`src/rtl/fmul_pipe.sv`:
```
// fmul_pipe: pipelined IEEE-754 multiplier with valid/ready handshake,
// round-to-nearest-even, flush-to-zero inputs, canonical NaN handling,
// exception flags and a pass-through tag. The default configuration is binary32.
//
// Handshake: an operation transfers on the input side when in_valid & in_ready,
// and on the output side when out_valid & out_ready. The whole pipeline advances
// together on en = ~out_valid | out_ready (in_ready = en). While en is low every
// stage holds, so d, out_tag and the flags stay stable until they are consumed.
module fmul_pipe #(
    parameter int EXP_W  = 8,
    parameter int MAN_W  = 23,
    parameter int STAGES = 3,
    parameter int TAG_W  = 6
) (
    input  logic                   clk,
    input  logic                   rstn,
    input  logic                   in_valid,
    output logic                   in_ready,
    input  logic [EXP_W+MAN_W:0]   s,
    input  logic [EXP_W+MAN_W:0]   t,
    input  logic [TAG_W-1:0]       in_tag,
    output logic                   out_valid,
    input  logic                   out_ready,
    output logic [EXP_W+MAN_W:0]   d,
    output logic [TAG_W-1:0]       out_tag,
    output logic                   overflow,
    output logic                   underflow,
    output logic                   invalid
);

    localparam int W  = EXP_W + MAN_W + 1;
    localparam int PW = 2 * MAN_W + 2;          // full significand product width
    localparam int H  = (MAN_W + 1) / 2;        // split point for the two-part product

    localparam logic signed [EXP_W+1:0] BIAS   = {3'b000, {(EXP_W-1){1'b1}}};
    localparam logic signed [EXP_W+1:0] EMAX   = {2'b00, {EXP_W{1'b1}}};
    localparam logic signed [EXP_W+1:0] E_ZERO = '0;

    // Per-operation bookkeeping carried through every stage
    typedef struct packed {
        logic             valid;
        logic [TAG_W-1:0] tag;
        logic             sign;
        logic [EXP_W+1:0] esum;      // es + et - BIAS, signed
        logic             special;   // result already decided by classification
        logic [W-1:0]     spec_res;
        logic             spec_inv;
    } meta_t;

    typedef struct packed {
        meta_t        m;
        logic [MAN_W:0] ma;
        logic [MAN_W:0] mb;
    } s1_t;

    typedef struct packed {
        meta_t        m;
        logic [PW-1:0] pp_lo;
        logic [PW-1:0] pp_hi;
    } h_t;

    typedef struct packed {
        meta_t        m;
        logic [PW-1:0] prod;
    } s2_t;

    typedef struct packed {
        logic             valid;
        logic [TAG_W-1:0] tag;
        logic [W-1:0]     d;
        logic             ov;
        logic             uf;
        logic             inv;
    } out_t;

    // Unpack, classify specials in priority order, sign XOR and exponent sum
    function automatic s1_t unpack(input logic v, input logic [TAG_W-1:0] tag,
                                   input logic [W-1:0] a, input logic [W-1:0] b);
        s1_t              r;
        logic [EXP_W-1:0] ea, eb;
        logic [MAN_W-1:0] fa, fb;
        logic             a_nan, b_nan, a_inf, b_inf, a_zero, b_zero;
        logic [W-1:0]     nan_op;
        ea     = a[W-2:MAN_W];
        eb     = b[W-2:MAN_W];
        fa     = a[MAN_W-1:0];
        fb     = b[MAN_W-1:0];
        a_nan  = (&ea) & (|fa);
        b_nan  = (&eb) & (|fb);
        a_inf  = (&ea) & ~(|fa);
        b_inf  = (&eb) & ~(|fb);
        // exponent zero covers both true zero and flushed denormals
        a_zero = ~(|ea);
        b_zero = ~(|eb);
        r            = '0;
        r.m.valid    = v;
        r.m.tag      = tag;
        r.m.sign     = a[W-1] ^ b[W-1];
        r.m.esum     = $signed({2'b00, ea}) + $signed({2'b00, eb}) - BIAS;
        r.ma         = {1'b1, fa};
        r.mb         = {1'b1, fb};
        nan_op       = a_nan ? a : b;
        if (a_nan | b_nan) begin
            r.m.special         = 1'b1;
            r.m.spec_res        = nan_op;
            r.m.spec_res[MAN_W-1] = 1'b1;
            r.m.spec_inv        = ~nan_op[MAN_W-1];
        end else if ((a_inf & b_zero) | (a_zero & b_inf)) begin
            r.m.special  = 1'b1;
            r.m.spec_res = {1'b0, {EXP_W{1'b1}}, 1'b1, {(MAN_W-1){1'b0}}};
            r.m.spec_inv = 1'b1;
        end else if (a_inf | b_inf) begin
            r.m.special  = 1'b1;
            r.m.spec_res = {r.m.sign, {EXP_W{1'b1}}, {MAN_W{1'b0}}};
        end else if (a_zero | b_zero) begin
            r.m.special  = 1'b1;
            r.m.spec_res = {r.m.sign, {(W-1){1'b0}}};
        end
        return r;
    endfunction

    // Full significand product in one step
    function automatic s2_t mult(input s1_t x);
        s2_t r;
        r.m    = x.m;
        r.prod = {{(MAN_W+1){1'b0}}, x.ma} * {{(MAN_W+1){1'b0}}, x.mb};
        return r;
    endfunction

    // First half of a two-step product: partial products against each half of mb
    function automatic h_t half_mult(input s1_t x);
        h_t r;
        r.m     = x.m;
        r.pp_lo = {{(MAN_W+1){1'b0}}, x.ma} * {{(PW-H){1'b0}}, x.mb[H-1:0]};
        r.pp_hi = {{(MAN_W+1){1'b0}}, x.ma} * {{(PW-MAN_W-1+H){1'b0}}, x.mb[MAN_W:H]};
        return r;
    endfunction

    // Second half of a two-step product: align and sum the partial products
    function automatic s2_t combine(input h_t x);
        s2_t r;
        r.m    = x.m;
        r.prod = x.pp_lo + (x.pp_hi << H);
        return r;
    endfunction

    // Normalise, round to nearest even, range-check and pack
    function automatic out_t pack(input s2_t x);
        out_t                     r;
        logic [PW-1:0]            np;
        logic                     norm, g, rb, st, up, carry;
        logic [MAN_W:0]           mr;
        logic signed [EXP_W+1:0]  e;
        norm  = x.prod[PW-1];
        // put the leading one at the top bit in both cases
        np    = norm ? x.prod : (x.prod << 1);
        g     = np[MAN_W];
        rb    = np[MAN_W-1];
        st    = |np[MAN_W-2:0];
        up    = g & (rb | st | np[MAN_W+1]);
        mr    = {1'b0, np[PW-2:MAN_W+1]} + {{MAN_W{1'b0}}, up};
        carry = mr[MAN_W];
        e     = $signed(x.m.esum) + $signed({{(EXP_W+1){1'b0}}, norm})
              + $signed({{(EXP_W+1){1'b0}}, carry});
        r       = '0;
        r.valid = x.m.valid;
        r.tag   = x.m.tag;
        if (x.m.special) begin
            r.d   = x.m.spec_res;
            r.inv = x.m.spec_inv;
        end else if (e >= EMAX) begin
            r.d  = {x.m.sign, {EXP_W{1'b1}}, {MAN_W{1'b0}}};
            r.ov = 1'b1;
        end else if (e <= E_ZERO) begin
            r.d  = {x.m.sign, {(W-1){1'b0}}};
            r.uf = 1'b1;
        end else begin
            r.d = {x.m.sign, e[EXP_W-1:0], mr[MAN_W-1:0]};
        end
        return r;
    endfunction

    logic en;
    out_t out_r;

    assign en        = ~out_r.valid | out_ready;
    assign in_ready  = en;
    assign out_valid = out_r.valid;
    assign d         = out_r.d;
    assign out_tag   = out_r.tag;
    assign overflow  = out_r.valid & out_r.ov;
    assign underflow = out_r.valid & out_r.uf;
    assign invalid   = out_r.valid & out_r.inv;

    generate
        if (STAGES <= 1) begin : g_one
            // Whole datapath in front of a single register
            always_ff @(posedge clk or negedge rstn) begin
                if (!rstn)   out_r <= '0;
                else if (en) out_r <= pack(mult(unpack(in_valid, in_tag, s, t)));
            end
        end else if (STAGES == 2) begin : g_two
            s1_t s1_r;
            // Classify stage
            always_ff @(posedge clk or negedge rstn) begin
                if (!rstn)   s1_r <= '0;
                else if (en) s1_r <= unpack(in_valid, in_tag, s, t);
            end
            // Multiply merged with normalise/round/pack
            always_ff @(posedge clk or negedge rstn) begin
                if (!rstn)   out_r <= '0;
                else if (en) out_r <= pack(mult(s1_r));
            end
        end else if (STAGES == 3) begin : g_three
            s1_t s1_r;
            s2_t s2_r;
            // Classify stage
            always_ff @(posedge clk or negedge rstn) begin
                if (!rstn)   s1_r <= '0;
                else if (en) s1_r <= unpack(in_valid, in_tag, s, t);
            end
            // Product stage
            always_ff @(posedge clk or negedge rstn) begin
                if (!rstn)   s2_r <= '0;
                else if (en) s2_r <= mult(s1_r);
            end
            // Normalise/round/pack stage
            always_ff @(posedge clk or negedge rstn) begin
                if (!rstn)   out_r <= '0;
                else if (en) out_r <= pack(s2_r);
            end
        end else begin : g_four
            s1_t s1_r;
            h_t  h_r;
            s2_t s2_r;
            // Classify stage
            always_ff @(posedge clk or negedge rstn) begin
                if (!rstn)   s1_r <= '0;
                else if (en) s1_r <= unpack(in_valid, in_tag, s, t);
            end
            // Partial products stage
            always_ff @(posedge clk or negedge rstn) begin
                if (!rstn)   h_r <= '0;
                else if (en) h_r <= half_mult(s1_r);
            end
            // Partial product sum stage
            always_ff @(posedge clk or negedge rstn) begin
                if (!rstn)   s2_r <= '0;
                else if (en) s2_r <= combine(h_r);
            end
            // Normalise/round/pack stage
            always_ff @(posedge clk or negedge rstn) begin
                if (!rstn)   out_r <= '0;
                else if (en) out_r <= pack(s2_r);
            end
        end
    endgenerate

endmodule
```
`config.mk`:
```
export PLATFORM = sky130hd
export DESIGN_NAME = fmul_pipe
export DESIGN_NICKNAME = d
export VERILOG_FILES = /design/src/rtl/fmul_pipe.sv
export SDC_FILE = /design/constraint.sdc
export NUM_CORES = 2
export LEC_CHECK = 0
export CORE_ASPECT_RATIO = 0.75
export CORE_MARGIN = 2
export CORE_UTILIZATION = 50
export DETAILED_ROUTE_END_ITERATION = 16
export PLACE_DENSITY = 0.7
export SYNTH_ARGS = -nofsm -noshare
export SYNTH_HDL_FRONTEND = slang
export SYNTH_SLANG_ARGS = --single-unit
```
`constraint.sdc`:
```
create_clock -name clk -period 6.44 [get_ports clk]
set_input_delay 1.932 -clock clk [delete_from_list [all_inputs] [get_ports clk]]
set_output_delay 1.932 -clock clk [all_outputs]
set_load 0.1 [all_outputs]
```
==> flow_summary.toml <==
[sta]
rsz0062_at_grt = "yes"
relSlewSlack_pct = 20.2
slew_violations = 0
hold_viol = 0
fmax_mhz = 149
fin_ws_ns = -0.260
period_needed_ns = 6.70
worstMarginPinSlew_ns = 1.17
post-route-period-util_pct = 104
setup_violations = 18
clock_skew_ns = 0.0165
fin_setup_tns_ns = -2.79
whs_ns = 0.462

[placed_design]
place_congestion = 0.922
portBuffers = 116
dp.cells = 4406
place_hpwl_um = 64400

[worst_setup_path]
cp.arrival_ns = 7.17
rr_endpoint = "g_three.s2_r[43]"
reg2reg_depth = 25
crit_type = "reg -> reg"
worst-path-max-fanout = 6
cp-start-kind = "flip-flop"
r2r_slack_ns = -0.26
r2r-start = "g_three.s1_r[2]"
setup.worst_path.end_class = "flip-flop"
critical_path_required_ns = 6.91

[global_route]
grt_pass1_vias = 24600
grt_pass1_wl_um = 133000
antenna_found_initial = 2
gr-total-overflow = 0
grt_usage_pct = 26.7
grt_max_degree = 224

[cts]
clock_sinks = 241
tritoncts = "done"
postCtsHoldBufs = 0
cts.clk_slew.worst_paths_ns = 0.07
htree_levels = 1
clk_path_buf_depth = 3
cts_root_buf = "clkbuf_16"
cts_buffers = 26
clk_latency_ns = 0.56

[yosys]
async_flop_share_pct = 100
yosys_warnings = 0
yosys-top-cells-area = "fa_1 32%, dfrtp_1 20%, nand2_1 9.0%, ha_1 7.9%, inv_1 6.8%"
ys_ff_latch = 241
seq_area_frac_synth_pct = 19.8
synth_ff_type = "dfrtp_1"
synth_area_per_cell_um2 = 8.79
syn_nets = 4224
netlist_instances = 3474
syn-cell-area_um2 = 30500
synth_top_area_cell = "fa_1"
synth_cell_types = 79
synth_edf_count = 0
synth_top_area_share_pct = 31.7

[finish]
nets = 4453
layout.cells.non_filler = 4524
drive_gt1_share_pct = 15.7
areaGrowthSynthToFinish_pct = 19.3
final.fill_count = 5076

[routing]
drtIter0Drc = 2014
drc = 0
vias_per_cell = 5.34
wl_um = 82200
vias = 24200
final_antenna_net_count = 0
drtPass1Iterations = 5
wl_per_cell_um = 18.2

[floorplan]
core_um2 = 60400
ioPinCount = 117
row_count = 78
die_h_um = 218
start_util_pct = 50.5
dieArea_um2 = 63100
fp.dieW_um = 289

[outcome]
violations = "negative setup slack"
status = "finished, violations left"

[flow_run]
maxCapViolCount = 0

[min_path]
hp-start = "g_three.s2_r[99]"
hold_path_end = "g_three.s2_r[99]"
holdCritPathClass = "reg -> reg"
worstHoldPathCells = 2
[repair_timing]
action	CTS	global route
pin swaps	79	68
endpoints found under the setup margin	23	24
gates cloned	1	1
gates resized for setup	151	111
setup buffers	45	23
[synthesized netlist by cell type, types with 22 or more instances]
cell / count
nor2_1: 184
clkbuf_1: 180
nor4_1: 22
a21oi_1: 94
a221oi_1: 45
nand4_1: 23
and2_1: 295
xnor2_1: 39
xor2_1: 40
ha_1: 192
inv_1: 552
nand2_1: 732
buf_4: 41
fa_1: 484
nand3_1: 26
o21ai_1: 26
a21o_1: 36
dfrtp_1: 241
[layout make-up]
type	instances	area [um2]	share of cell area, %
multi-input cells	2441	22200	60.9
flip-flops and latches	241	6070	16.7
repair buffers	440	4140	11.4
inverters	553	2080	5.72
well taps	800	1000	2.75
clock buffers	33	738	2.03
clock inverters	14	218	0.598
diodes	2	5.00	0.0137
[through the flow]
| step | cell area [um2] | utilization (%) | setup slack (ns) |
|---|---|---|---|
| after global placement | 33800 | 56.0 | -0.381 |
| final | 36400 | 60.3 | -0.260 |
| after global routing | 36400 | 60.3 | -0.445 |
| after CTS | 35800 | 59.2 | -0.161 |
| after floorplan | 30600 | - | 0.00254 |
| after detailed placement | 33800 | 56.0 | -0.461 |
[flip-flops by register name, indices dropped and copies added (netlist names)]
name,count
d,32
g_three.s1_r,99
g_three.s2_r,100
out_r,3
out_tag,6
out_valid,1
[critical path: stages, from the launching register on]
cell and delay (ns):
dfrtp_2 0.49, buf_6 0.16, and2_4 0.13, fa_1 0.50
fa_1 0.49, inv_1 0.05, fa_2 0.52, inv_2 0.04
fa_2 0.52, inv_2 0.04, fa_1 0.47, inv_1 0.05
fa_1 0.49, inv_2 0.05, fa_2 0.57, inv_2 0.05
ha_4 0.28, nand4_1 0.15, nor3_2 0.16, o221a_4 0.21
nor3_4 0.05, a31oi_4 0.25, o211ai_4 0.16, a211o_1 0.35
a21o_1 0.21, a211oi_2 0.18
[cell usage in the layout (no fill, tap or decap), drive strengths merged, types with 26 or more instances in the layout]
cell           instances
a21o                  36
a21oi                 95
a221oi                45
and2                 295
buf                  324
clkbuf                34
clkdlybuf4s50        114
dfrtp                241
fa                   484
ha                   192
inv                  556
nand2                733
nand3                 26
nor2                 184
o21ai                 46
xnor2                 39
xor2                  41
[layer usage]
metal | global-route usage, % | share of wire [%]
met1 | 39.1 | 44
met5 | 0 | 0
met3 | 4.48 | 7.4
met4 | 6.43 | 2.7
met2 | 41.5 | 46
[worst max-delay path by stage]
stage | start | endpoint | slack (ns) | cells after the start
after floorplan | g_three.s1_r[38] | g_three.s2_r[43] | 0.003 | 24
after global placement | g_three.s1_r[3] | g_three.s2_r[42] | -0.38 | 23
after detailed placement | g_three.s1_r[35] | g_three.s2_r[42] | -0.46 | 24
after CTS | g_three.s1_r[33] | g_three.s2_r[43] | -0.16 | 25
after global routing | g_three.s1_r[0] | g_three.s2_r[36] | -0.44 | 25
final | g_three.s1_r[2] | g_three.s2_r[43] | -0.26 | 25
[cells by family after synthesis]
family / share of synthesized area (%)
AND/OR/NAND/NOR: 20.2
adder cells (fa/ha/maj): 39.6
XOR/XNOR: 2.32
flip-flops: 19.8
multiplexers: 0.787
AO/OA/AOI/OAI: 7.07
buffers and inverters: 10.3
Power is not shown: default switching activity piles up to over one toggle a cycle in this logic, so the estimate is an artifact.
==> patch: new RTL, same flow settings <==
`MAN_W`: 23 -> 25.
--- a/src/rtl/fmul_pipe.sv
+++ b/src/rtl/fmul_pipe.sv
@@ -8,7 +8,7 @@
 // stage holds, so d, out_tag and the flags stay stable until they are consumed.
 module fmul_pipe #(
     parameter int EXP_W  = 8,
-    parameter int MAN_W  = 23,
+    parameter int MAN_W  = 25,
     parameter int STAGES = 3,
     parameter int TAG_W  = 6
 ) (
Ports: changed (resized d, s and t); port bits go from 117 to 123. The function was not compared with the original's and may differ.
==> patch against the original RTL <==
The flow still finishes with violations (setup timing); via count is 13% higher; synthesized cell count is 12% higher; sequential cell count grew 14; setup slack worse by 0.033 ns; wire length is 17% higher; synthesized area rose by 13%; final area increased by 12%; global-route usage is 0.93 points higher; maximum frequency down 0.48%.
Power is left out: the tool's default activity adds up to more than one toggle a clock period on the data nets, which glitch-free logic cannot reach.
==> patch: results (changes against the original RTL) <==
Yosys
  • Syn_nets: 4753 (+13%)
  • Primary FF master, synth: dfrtp_1
  • Post-synthesis sequential area ratio: 0.185 (-0.0127)
  • Synth cell types: 87 (+10%)
  • Top-area cell type share of the netlist area: 0.334 (+0.0167)
  • Post-synth top cells: nand2_1 (816), inv_1 (626), fa_1 (576)
  • Dominant cells by area after synthesis: fa_1 (33%), dfrtp_1 (18%), nand2_1 (8.9%)
  • Yosys Warn Count: 0 (unchanged)

Placement
  • Placement Cell Area: 38600 um^2 (+14%)
  • GP Congestion: 0.944 (+2.4%)
  • Hpwl dp: 76300 um (+19%)
  • Input/output buffers: 122 (+5.2%)

Detailed routing
  • Vias/cell: 5.39 (+0.79%)
  • WL/cell: 18.9 um (+4.2%)
  • Drt initial violations: 2078 (+3.2%)
  • DRT Pass-1 Iters: 6 (+1)

Layout
  • Fin nets: 5015 (+13%)
  • # diodes: 0 (-2)
  • Max FFs per register: 106 (+6.0%)
  • Share of cells above drive strength 1: 0.150 (-0.00707)

Critical path
  • Reg-to-Reg Start: g_three.s1_r[5]$_DFFE_PN0P_
  • Worst EP arrival: 7.16 ns (about the same)
  • Max Fanout on Critical Path: 5 (-1)
  • Crit. Startpoint: g_three.s1_r[5]$_DFFE_PN0P_

Timing
  • Worst-Margin Slew: 1.01 ns (-0.152 ns)
  • Worst Clk Skew: 0.0282 ns (+0.0117 ns)
  • Setup WS post-layout: -0.293 ns (-0.0326 ns)
  • Final setup fails: 19 (+1)

Status
  • Failing checks: setup timing
  • Status: complete, but fails checks

Hold path
  • Min-delay src: g_three.s2_r[105]$_DFFE_PN0P_

Clock network
  • Clock transition at the registers of the reported paths: 0.07 ns (about the same)
  • CTS Buf Count: 27 (+3.8%)
  • Worst skew pair latency: 0.59 ns (+0.03 ns)

Global route
  • Vias in the first global route: 28200 (+14%)
  • GRT Total Usage: 0.277 (+0.00933)
  • Global-route wire length before repair: 155000 um (+17%)
  • Initial antenna violation count: 1 (-1)
  • Largest net degree at the start of global routing: 167 (-25%)

Floorplanning
  • Die Wd: 307 um (+6.2%)
patch: repair_timing:
action,4_1_cts,5_1_grt
gates cloned,0,1
pin swaps,62,67
setup buffers,25,18
resized for setup,139,97
setup endpoints to repair,22,28
hold endpoints to repair,0,0
patch: per-stage QoR:
stage	util	TNS, ns	setup slack [ns]	hold WS (ns)	instances
after floorplan	-	0	0.00301	0.430	3890
after global placement	0.564	-5.17	-0.379	0.440	4972
after detailed placement	0.564	-6.39	-0.455	0.448	4972
after CTS	0.589	-2.28	-0.265	0.463	5045
after global routing	0.597	-8.14	-0.553	0.485	5064
final	0.597	-3.23	-0.293	0.458	5064
patch: final timing paths:
path                            cells past startpoint                             to  slack (ns)
min in group asynchronous                           1   g_three.s1_r[91]$_DFFE_PN0P_        1.34
worst max register to register                     22   g_three.s2_r[49]$_DFFE_PN0P_       -0.29
worst max-delay path                               22   g_three.s2_r[49]$_DFFE_PN0P_       -0.29
worst min register to register                      2  g_three.s2_r[105]$_DFFE_PN0P_        0.46
worst min-delay path                                2  g_three.s2_r[105]$_DFFE_PN0P_        0.46
max in group asynchronous                           2    g_three.s1_r[5]$_DFFE_PN0P_        3.83
patch: routing by layer:
layer  part of all wire  vias to the layer above  global-route usage
met4              0.029                        0              0.0712
met1               0.44                    13700               0.406
met3              0.085                      180              0.0524
li1                   -                    12300                   -
met2               0.44                     1040               0.422
met5                  0                        -                   0
patch: area by class of cell:
cell class / count / area (um^2)
fill: 5822 / 27500
multi-input combinational: 2755 / 25400
sequential: 255 / 6410
timing repair buffer: 486 / 4600
inverter: 627 / 2360
tap: 892 / 1120
clock buffer: 32 / 724
clock inverter: 17 / 180
patch: worst max-delay path, stage by stage, from the launching register on:
cell      delay [ns]
dfrtp_2         0.41
buf_12          0.16
buf_6           0.13
nand2_2         0.06
fa_1            0.54
inv_1           0.05
fa_1            0.49
inv_1           0.06
fa_1            0.50
fa_1            0.52
inv_1           0.06
fa_1            0.58
fa_1            0.44
fa_1            0.55
ha_4            0.22
a21o_1          0.17
o21bai_2        0.21
or3_1           0.39
o21a_4          0.24
a311oi_4        0.38
a31oi_2         0.17
xnor2_1         0.18
a21oi_1         0.08
patch: cells by family after synthesis:
group / count (synthesis) / synth area share
adders and majority gates: 785 / 0.410
DFF: 255 / 0.185
muxes: 26 / 0.00765
xor gates and xnor gates: 87 / 0.0221
AOI/OAI and AO/OA: 344 / 0.0714
buffers and inverters: 880 / 0.102
and+or+nand+nor: 1513 / 0.202
